**src/rtl/regfile_wb_arbiter.sv**
```systemverilog
// regfile_wb_arbiter
// Owns the single write port of the 8x16 decode-stage register file.
// Arbitrates round-robin between the ALU (A) and load (B) writeback paths.
// Sequences clear-one / clear-all requests, either as a single reset-all
// pulse or as an 8-cycle per-register sweep.
// Flags read-after-write hazards for the two decode read ports.
module regfile_wb_arbiter #(
   parameter int N     = 16,
   parameter bit SWEEP = 1'b0
) (
   input  logic         clk,
   input  logic         rst_n,
   input  logic         a_valid,
   input  logic [2:0]   a_addr,
   input  logic [N-1:0] a_data,
   output logic         a_ready,
   input  logic         b_valid,
   input  logic [2:0]   b_addr,
   input  logic [N-1:0] b_data,
   output logic         b_ready,
   input  logic         clr_one_req,
   input  logic [2:0]   clr_one_addr,
   input  logic         clr_all_req,
   output logic         busy,
   output logic         rf_we,
   output logic         rf_rst,
   output logic         rf_rst_all,
   output logic [2:0]   rf_waddr,
   output logic [N-1:0] rf_wdata,
   input  logic [2:0]   rd_addr_1,
   input  logic [2:0]   rd_addr_2,
   output logic         haz_1,
   output logic         haz_2
);

   typedef enum logic [1:0] {
      ST_IDLE,
      ST_CLR_ALL,
      ST_SWEEP
   } state_t;

   state_t         state;
   state_t         next_state;
   logic           rr_ptr;
   logic           rr_next;
   logic [2:0]     sweep_cnt;
   logic [2:0]     cnt_next;
   logic           grant_a;
   logic           grant_b;
   logic           we_next;
   logic           rst_next;
   logic           rst_all_next;
   logic           busy_next;
   logic [2:0]     waddr_next;
   logic [N-1:0]   wdata_next;

   // Next-state, grant and next-output decode; outputs are registered so the
   // state register and the rf_* outputs always describe the same cycle.
   always_comb begin
      next_state   = state;
      rr_next      = rr_ptr;
      cnt_next     = sweep_cnt;
      grant_a      = 1'b0;
      grant_b      = 1'b0;
      we_next      = 1'b0;
      rst_next     = 1'b0;
      rst_all_next = 1'b0;
      busy_next    = 1'b0;
      waddr_next   = rf_waddr;
      wdata_next   = rf_wdata;
      case (state)
         ST_IDLE: begin
            if (clr_all_req) begin
               busy_next = 1'b1;
               if (SWEEP) begin
                  next_state = ST_SWEEP;
                  cnt_next   = 3'd0;
                  rst_next   = 1'b1;
                  waddr_next = 3'd0;
               end else begin
                  next_state   = ST_CLR_ALL;
                  rst_all_next = 1'b1;
               end
            end else if (clr_one_req) begin
               rst_next   = 1'b1;
               waddr_next = clr_one_addr;
            end else if (rst_n && !rf_rst && !rf_rst_all) begin
               if (a_valid && b_valid) begin
                  grant_a = ~rr_ptr;
                  grant_b = rr_ptr;
                  rr_next = ~rr_ptr;
               end else begin
                  grant_a = a_valid;
                  grant_b = b_valid;
               end
               if (grant_a) begin
                  we_next    = 1'b1;
                  waddr_next = a_addr;
                  wdata_next = a_data;
               end else if (grant_b) begin
                  we_next    = 1'b1;
                  waddr_next = b_addr;
                  wdata_next = b_data;
               end
            end
         end
         ST_CLR_ALL: begin
            next_state = ST_IDLE;
         end
         ST_SWEEP: begin
            if (sweep_cnt == 3'd7) begin
               next_state = ST_IDLE;
               cnt_next   = 3'd0;
            end else begin
               cnt_next   = sweep_cnt + 3'd1;
               rst_next   = 1'b1;
               waddr_next = sweep_cnt + 3'd1;
               busy_next  = 1'b1;
            end
         end
         default: begin
            next_state = ST_IDLE;
         end
      endcase
   end

   // State, round-robin pointer, sweep counter and registered write-port outputs.
   always_ff @(posedge clk) begin
      if (!rst_n) begin
         state      <= ST_IDLE;
         rr_ptr     <= 1'b0;
         sweep_cnt  <= 3'd0;
         rf_we      <= 1'b0;
         rf_rst     <= 1'b0;
         rf_rst_all <= 1'b0;
         busy       <= 1'b0;
         rf_waddr   <= 3'd0;
         rf_wdata   <= '0;
      end else begin
         state      <= next_state;
         rr_ptr     <= rr_next;
         sweep_cnt  <= cnt_next;
         rf_we      <= we_next;
         rf_rst     <= rst_next;
         rf_rst_all <= rst_all_next;
         busy       <= busy_next;
         rf_waddr   <= waddr_next;
         rf_wdata   <= wdata_next;
      end
   end

   assign a_ready = grant_a & rst_n;
   assign b_ready = grant_b & rst_n;
   assign haz_1   = rf_we & (rf_waddr == rd_addr_1);
   assign haz_2   = rf_we & (rf_waddr == rd_addr_2);

endmodule

```
**config.mk**
```make
export PLATFORM = sky130hd
export DESIGN_NAME = regfile_wb_arbiter
export DESIGN_NICKNAME = d
export VERILOG_FILES = /design/src/rtl/regfile_wb_arbiter.sv
export SDC_FILE = /design/constraint.sdc
export NUM_CORES = 1
export LEC_CHECK = 0
export ABC_AREA = 1
export CORE_MARGIN = 5
export CORE_UTILIZATION = 41
export CTS_BUF_LIST = sky130_fd_sc_hd__clkbuf_16
export DETAILED_ROUTE_END_ITERATION = 8
export PLACE_DENSITY = 0.85
export RECOVER_POWER = 50
export SLEW_MARGIN = 20
export SYNTH_ARGS = -nofsm -noshare
export SYNTH_HDL_FRONTEND = slang
export SYNTH_SLANG_ARGS = --single-unit
```
**constraint.sdc**
```tcl
create_clock -name clk -period 2.5 [get_ports clk]
set_input_delay 0.75 -clock clk [delete_from_list [all_inputs] [get_ports clk]]
set_output_delay 0.75 -clock clk [all_outputs]
set_load 0.01 [all_outputs]
```
==> flow_summary_export.csv <==
group,metric,value,unit
floorplanning,die_w,68.70,µm
grt,grt_pass1_vias,1442,
timing,setup_tns,0,ns
cells_and_area,nFillCells,302,
cts,cts_root_buf,"clkbuf_16",
timing,setup_violations,0,
outcome,status,"finished, final reports clean",
setup_path,rrSetupSlack,0.63,ns
timing,grt_setup_unrepaired,"no",
synth,syn_area_per_cell,5.886,µm²
pwr,leakagePower,1.290,nW
cells_and_area,area_growth,67.76,%
hold_path,min_path_type,"flop to flop",
setup_path,r2r_cells,14,
drt,drtIter0Drc,76,
synth,synth_top_area_frac,0.3401,
drt,wl_met1,1814,µm
drt,drc,0,
synth,yosys-top-cells-area,"dfxtp_1 34%, nand2_1 23%, nor2_1 12%",
cts,htreeDepth,1,
floorplanning,die_h,68.70,µm
synth,synth_warnings,0,
synth,synthCells,240,
synth,synth_cell_types,23,
drt,num_vias,1633,
setup_path,path_cells,"clkdlybuf4s50_1 -> inv_2 -> nand2_2 -> nor2_4 -> inv_2 -> nor2_2 -> buf_2",
floorplanning,num_rows,21,
place,gp_congestion,0.7420,
drt,viasPerCell,4.390,
synth,ys_seq_area_frac,0.3401,
cts,cts_hold_buffers,0,
flow_run,max_cap_viol_count,0,
setup_path,slowest_delay,0.43,ns
cts,cts_tree,"yes",
setup_path,crit_path_max_fanout,2,
setup_path,cp_common_cell,"inv_2",
setup_path,worstPathArrival,1.67,ns
grt,grt_pass1_wl,6216,µm
timing,fmax,413.8,MHz
timing,finalCriticalPeriod,2.417,ns
timing,tightest_slew,0.4601,ns
setup_path,slowest_stage,"clkdlybuf4s50_1",
pwr,peakVddDrop,0.2669,mV
setup_path,r2r_end,"rf_waddr[2]",
drt,route.met3.wl,345,µm
floorplanning,start_util,0.4233,
cells_and_area,fin_nets,381,
setup_path,critPathKind,"input pin to output pin",
timing,skew,0.002998,ns
timing,maxSlewViolCount,0,
cts,worstSkewPairLatency,0.25,ns
timing,slew_headroom,0.6932,
grt,grt_usage,0.1713,
drt,top_layer,"met4",
grt,overflow,0,
setup_path,critPathLaunchType,"input pin",
cells_and_area,n_antenna_cell,0,
timing,fin_crit_sh,0.9666,
hold_path,holdPathEnd,"rf_wdata[5]",
floorplanning,die_area,0.004719,mm²
grt,antenna_found_initial,0,
floorplanning,io_pins,80,
pwr,p_per_area,424.5,mW/mm²
synth,syn_nets,293,
timing,timing_hold_violations_final,0,
synth,synth-seq-cells,24,
grt,grt_max_degree,34,
place,numPortBuffers,79,
drt,routedWlPerCell,10.85,µm
cts,numCtsBuffers,3,
cts,clkSlewWorstSetupHoldPaths,0.06,ns
setup_path,endpoint_kind,"output pin",
cts,cts.sinks,24,
cts,cts_buffer_depth,2,
hold_path,min_from,"rf_wdata[5]",
floorplanning,core_area,0.003337,mm²
cells_and_area,post-route-util,0.7102,
setup_path,cp.required,1.75,ns
drt,drtPass1Iterations,4,
drt,wirelength,4037,µm
drt,dr_wl_met2,1863,µm
hold_path,whs_path_depth,4,
drt,antenna_left,0,
synth,syn_area,0.001413,mm²
setup_path,r2r_start,"rf_rst",
synth,yosys.area.top_type,"dfxtp_1",
cells_and_area,post_route_cells_drive_above_1_share,0.1012,
place,hpwl,2985,µm
layout by cell type (no fill, tap or decap), types with 2 or more instances in the layout:
| cell type | instances |
|---|---|
| nor2_2 | 3 |
| nor3_1 | 3 |
| buf_2 | 4 |
| nand3_1 | 24 |
| buf_4 | 15 |
| inv_1 | 26 |
| o21ai_0 | 2 |
| nand2_1 | 85 |
| dlygate4sd3_1 | 21 |
| clkdlybuf4s50_1 | 48 |
| dlymetal6s2s_1 | 5 |
| clkbuf_16 | 3 |
| nor2_1 | 43 |
| a21oi_1 | 5 |
| nand2_2 | 3 |
| inv_2 | 2 |
| dfxtp_1 | 24 |
worst max-delay path: cells and delay by family:
family,cells,cell delay (ns)
buf+inv,4,0.68
simple gates,3,0.24
synth_stat cells (all sizes together):
cell    number
nand2       89
nor2        47
inv         28
dfxtp       24
nand3       24
buf         12
a21oi        5
nor3         3
o21ai        2
clkbuf       1
nor3b        1
nor4         1
o22ai        1
xnor2        1
xor2         1
how the worst max path moves through the flow:
stage | from | endpoint | slack (ns) | cells after the start
2_1_floorplan | b_valid | b_ready | 0.36 | 5
5_1_grt | clr_one_req | a_ready | 0.003 | 7
6_report | clr_one_req | a_ready | 0.08 | 7
3_5_place_dp | rst_n | b_ready | -0.52 | 8
4_1_cts | rd_addr_1[2] | haz_1 | 0.002 | 5
3_3_place_gp | rst_n | b_ready | -0.47 | 8
repair_timing:
item / 4_1_cts / 5_1_grt
pin swaps: 2 / 8
endpoints found under the hold margin: 0 / 0
gates resized for setup: 20 / 9
buffers inserted: 6 / 0
setup endpoints to repair: 4 / 4
sequential cells by signal (all words and copies together) (netlist names):
name / count
rf_wdata: 16
rf_waddr: 3
busy: 1
rf_rst: 1
rf_we: 1
rr_ptr: 1
state: 1
power breakdown:
group	internal, W	leakage, nW	switching [W]
combinational	0.000151	1.06	0.000110
sequential	0.000401	0.196	0.0000113
clock	0.000211	0.0370	0.000122
layout make-up:
| type | instances | area, µm² | share of cell area |
|---|---|---|---|
| clock buffers | 3 | 75.07 | 0.03168 |
| inverters | 28 | 105.1 | 0.04435 |
| multi-input cells | 175 | 748.2 | 0.3157 |
| flip-flops and latches | 24 | 480.5 | 0.2027 |
| well taps | 46 | 57.56 | 0.02429 |
| repair buffers | 96 | 903.4 | 0.3812 |
per-layer routing:
metal | track usage | vias up
li1 | - | 896
met5 | 0 | -
met2 | 0.3182 | 45
met4 | 0.02190 | 0
met1 | 0.1996 | 690
met3 | 0.04700 | 2
kinds of logic (layout without fill, tap and decap cells):
kind of cell / Yosys count / in the layout / synth area share
buf+inv: 41 / 127 / 0.1373
compound gates: 8 / 8 / 0.02923
xor+xnor: 2 / 2 / 0.01240
simple gates: 165 / 165 / 0.4810
flops: 24 / 24 / 0.3401
stage by stage:
stage	setup slack [ns]	hold WS (ns)	std cells	instance area (µm²)	total power (W)
after CTS	0.001784	0.5093	372	2359	0.001022
after detailed placement	-0.5226	0.5002	363	2255	0.0006785
after global routing	0.002711	0.5287	372	2370	0.001059
after global placement	-0.4724	0.4910	363	2255	0.0006738
after floorplan	0.3551	0.4653	240	1413	0.0005349
final	0.08339	0.5040	372	2370	0.001006
Power figures use the tool's default switching activity.
